### config.mk
export PLATFORM = sky130hd
export DESIGN_NAME = mux_rr_arbiter
export DESIGN_NICKNAME = d
export VERILOG_FILES = /design/src/rtl/mux_rr_arbiter.sv
export SDC_FILE = /design/constraint.sdc
export NUM_CORES = 1
export LEC_CHECK = 0
export CORE_MARGIN = 2
export CORE_UTILIZATION = 25
export DETAILED_ROUTE_END_ITERATION = 7
export DONT_BUFFER_PORTS = 1
export PLACE_DENSITY = 0.38
export REMOVE_ABC_BUFFERS = 1
export SKIP_LAST_GASP = 1
export SYNTH_ARGS = -nofsm -noshare
export SYNTH_HDL_FRONTEND = slang
export SYNTH_SLANG_ARGS = --single-unit
### constraint.sdc
create_clock -name clk -period 3 [get_ports clk]
set_input_delay 0.3 -clock clk [delete_from_list [all_inputs] [get_ports clk]]
set_output_delay 0.3 -clock clk [all_outputs]
set_load 0.02 [all_outputs]
### src/rtl/mux_rr_arbiter.sv
// Round-robin arbiter sharing one 4:1 mux among four requesters, with a registered valid/ready output stage.
// Optional MUX_ARB_LOCK_EN adds req_lock[3:0]: a locked, still-valid last winner keeps the grant.
module mux_rr_arbiter #(
    parameter int unsigned DW   = 8,
    parameter int unsigned NREQ = 4
) (
    input  logic               clk,
    input  logic               rst_n,
    input  logic [NREQ-1:0]    req_valid,
    input  logic [NREQ*DW-1:0] req_data,
    output logic [NREQ-1:0]    req_ready,
    output logic [1:0]         sel,
    output logic               out_valid,
    output logic [DW-1:0]      out_data,
    input  logic               out_ready
`ifdef MUX_ARB_LOCK_EN
    ,
    input  logic [NREQ-1:0]    req_lock
`endif
);

    localparam int unsigned SW = 2;

    typedef enum logic {
        ST_IDLE = 1'b0,
        ST_FULL = 1'b1
    } state_t;

    state_t          r_state;
    state_t          w_state_nxt;
    logic [SW-1:0]   r_last_grant;
    logic [SW-1:0]   r_sel;
    logic [DW-1:0]   r_out_data;

    logic [SW-1:0]   w_scan_idx;
    logic [SW-1:0]   w_grant;
    logic            w_win;
    logic            w_can_load;
    logic            w_accept;
    logic [DW-1:0]   w_word;

`ifdef MUX_ARB_LOCK_EN
    // Lock only applies once last_grant names a real winner, not the reset value.
    logic            r_lg_valid;

    always_ff @(posedge clk or negedge rst_n) begin
        if (!rst_n) begin
            r_lg_valid <= 1'b0;
        end else if (w_accept) begin
            r_lg_valid <= 1'b1;
        end
    end
`endif

    // Rotating priority scan starting one past the last winner.
    always_comb begin
        w_win      = 1'b0;
        w_grant    = '0;
        w_scan_idx = '0;
        for (int k = 1; k <= 4; k++) begin
            w_scan_idx = r_last_grant + SW'(k);
            if (!w_win && req_valid[w_scan_idx]) begin
                w_win   = 1'b1;
                w_grant = w_scan_idx;
            end
        end
`ifdef MUX_ARB_LOCK_EN
        if (r_lg_valid && req_lock[r_last_grant] && req_valid[r_last_grant]) begin
            w_win   = 1'b1;
            w_grant = r_last_grant;
        end
`endif
    end

    always_comb begin
        w_word = '0;
        for (int i = 0; i < 4; i++) begin
            if (w_grant == SW'(i)) begin
                w_word = req_data[i*DW +: DW];
            end
        end
    end

    assign w_can_load = (r_state == ST_IDLE) || out_ready;
    assign w_accept   = w_win && w_can_load;
    assign req_ready  = w_accept ? (NREQ'(1) << w_grant) : '0;

    // Output stage occupancy: a drain and an accept in one cycle stays FULL.
    always_comb begin
        w_state_nxt = r_state;
        case (r_state)
            ST_IDLE: begin
                if (w_accept) begin
                    w_state_nxt = ST_FULL;
                end
            end
            ST_FULL: begin
                if (w_accept) begin
                    w_state_nxt = ST_FULL;
                end else if (out_ready) begin
                    w_state_nxt = ST_IDLE;
                end
            end
            default: w_state_nxt = ST_IDLE;
        endcase
    end

    always_ff @(posedge clk or negedge rst_n) begin
        if (!rst_n) begin
            r_state <= ST_IDLE;
        end else begin
            r_state <= w_state_nxt;
        end
    end

    always_ff @(posedge clk or negedge rst_n) begin
        if (!rst_n) begin
            r_last_grant <= SW'(3);
            r_sel        <= '0;
            r_out_data   <= '0;
        end else if (w_accept) begin
            r_last_grant <= w_grant;
            r_sel        <= w_grant;
            r_out_data   <= w_word;
        end
    end

    assign sel       = r_sel;
    assign out_data  = r_out_data;
    assign out_valid = (r_state == ST_FULL);

endmodule
==> summary.txt <==
Ys Warns -> 0
clk slew on worst S/H paths -> 0.09 ns
Post-synth ARST share -> 100%
initial antenna violation count -> 0
Seq cells post-synth -> 13
Num CTS Buffers -> 3
Tot GR Track Use -> 12.1%
Routed WL -> 2280 µm
initial core utilization -> 26.2%
max_cap viols -> 0
complex-gate fraction of the synthesized area -> 15.8%
Final Hold Viols -> 0
CP Capture Type -> primary output
# fillers -> 371
Final Non-Filler Cells -> 137
Post-DP Area -> 902 µm²
Hold Slack -> 0.254 ns
status -> complete, no violations
clock root buffer -> clkbuf_4
WL/cell -> 16.6 µm
storage element area -> 328 µm²
clock latency on the worst-skew pair -> 0.28 ns
slowest stage delay, CP -> 0.59 ns
P per Cell Area -> 634 nW/µm²
RSZ-0062 raised after global routing -> false
Yosys top cell area share -> 30.9%
main combinational cell family by area after synthesis -> simple AND/OR/NAND/NOR gates
Mapped Cells -> 90
measured slew at the worst slew-check pin -> 0.624 ns
floorplan die area -> 4050 µm²
multiplexer share of the synthesized area -> 19.0%
largest net degree at the start of global routing -> 20
fraction of layout cells with a size suffix above 1 -> 20.9%
PortBufs -> 0
DR pass1 iterations -> 2
Pleak -> 0.377 nW
Post CTS Setup Buffer Count -> 0
GPL Wtd Cong -> 0.699
Synth cell types -> 28
setup TNS -> 0 ns
clock sinks -> 13
Startpoint Class -> flip-flop
Pint -> 0.353 mW
Final period util -> 81.2%
sequential group share of total power -> 50.4%
vias in the first global route -> 722
chip width -> 63.7 µm
Slowest-stage cell, CP -> dfstp_2
Placed Cells -> 132
Ports -> 54
std cell rows -> 21
Hold Path Class -> input pin to flip-flop
Mapped Area -> 890 µm²
Vert. Die Dim -> 63.7 µm
Final min period -> 2.44 ns
Area contributors post-synth -> dfrtp_1 31%, mux2i_1 10%, mux2_2 8.9%
Max Fclk -> 410 MHz
synth cell count leaders -> 11 x dfrtp_1, 11 x nor2_1, 9 x mux2i_1
Main synth FF type -> dfrtp_1
Setup Viol. Count Final -> 0
1st-iter DRT viols -> 29
Post-Synth Simple-Gate Area -> 22.5%
H-tree depth -> 1
EDFF count, synth -> 0
clock power share -> 18.8%
Crit path required time -> 2.70 ns
Slew HR -> 58.3%
grt ovf -> 0
worst path bufs/invs -> 0
global-route wire length before repair -> 3710 µm
cell taking the most area after synthesis -> dfrtp_1
Worst Skew -> 0.00658 ns
Antenna Violating Nets Remaining -> 0
vias -> 707
Crit Path Class -> flip-flop to primary output
fin. max-slew vios -> 0
TritonCTS clock tree -> yes
Net Sw Power -> 0.242 mW
crit-path cells -> nand3b_1 > a31oi_4 > nand2_1 > nor2_1
Sw Ratio -> 40.6%
Avg Synthesized Cell Area -> 9.88 µm²
post-synthesis adder-cell area fraction -> 0%
CP max FO -> 19
Clock Path Buffers -> 2
sequential share of the synthesized area -> 36.8%
diode count -> 0
via/cell ratio -> 5.16
Area Overhead vs Synth -> 5.49%
worst ir drop on vdd -> 0.185 mV
Crit path max-delay family -> simple AND/OR/NAND/NOR gates
DRC violations left -> 0
core footprint -> 3390 µm²
post-DP HPWL -> 1720 µm
crit path DAT -> 2.14 ns
Multi-input gate area -> 509 µm²
xor/xnor share of the synthesized area -> 0%
fin nets -> 131
design area -> 938 µm²
combinational share of power -> 30.8%
## state kept, by name, summed over array words and instances (netlist names)
| signal | count |
|---|---|
| out_data | 8 |
| out_valid | 1 |
| sel | 2 |
| r_last_grant | 2 |
## logic make-up after synthesis
kind of cell	count (synthesis)
buffers and inverters	6
multiplexers	16
flip-flops	13
AO/OA/AOI/OAI	15
AND/OR/NAND/NOR	40
## path summary, 6_finish.rpt
path,from,to,slack [ns],depth (start not counted)
min in group asynchronous,rst_n,out_data[2],0.47,1
max,r_last_grant[1],req_ready[2],0.56,4
min reg2reg,r_last_grant[1],r_last_grant[1],0.51,2
min,req_data[6],out_data[6],0.25,2
max reg2reg,r_last_grant[1],out_data[2],0.93,4
max in group asynchronous,rst_n,sel[1],2.12,1
## cell type report
type                    instances  area share [%]
clock buffers                   4            2.80
inverters                       2           0.800
multi-input cells              71            54.3
flip-flops and latches         13            34.9
well taps                      46            6.13
repair buffers                  1            1.07
## routing by layer
metal	vias to the layer above	GRT usage [%]	wire (µm)
met1	338	15.4	1040
met4	0	4.08	24
li1	330	-	-
met5	-	0	0
met3	4	4.11	162
met2	35	18.9	1050
## repair_timing
item                      4_1_cts  5_1_grt
hold endpoints to repair       13        0
resized for setup               0        0
hold buffers                    1        0
## metrics by stage
| step | setup slack [ns] | total power, mW | utilization (%) |
|---|---|---|---|
| CTS | 0.547 | 0.606 | 27.7 |
| floorplan | 1.07 | 0.446 | - |
| detailed placement | 0.855 | 0.487 | 26.6 |
| finish | 0.563 | 0.595 | 27.7 |
| global placement | 0.891 | 0.482 | 26.6 |
| global route | 0.405 | 0.645 | 27.7 |
## layout by cell type, fill, tap and decap left out, drive strengths merged
cell type,count
mux2i,9
o22ai,1
nand3,6
a31oi,1
a221o,4
dfstp,2
or4,1
nor2,11
a211oi,1
o211ai,3
dlygate4sd3,1
and2,1
nand3b,1
dfrtp,11
and2b,1
a21oi,1
mux2,7
nand2b,5
nor3,4
a2111oi,1
a21o,2
clkbuf,4
nand2,9
o21ai,1
inv,2
nor2b,1
## power by group through the flow
stage	sequential [mW]	combinational, mW	clock (mW)
final	0.300	0.184	0.112
after global placement	0.304	0.179	0
after global routing	0.308	0.207	0.130
after CTS	0.301	0.188	0.116
after detailed placement	0.304	0.184	0
after floorplan	0.294	0.152	0
Note: power is estimated with default switching activity, not from simulation.
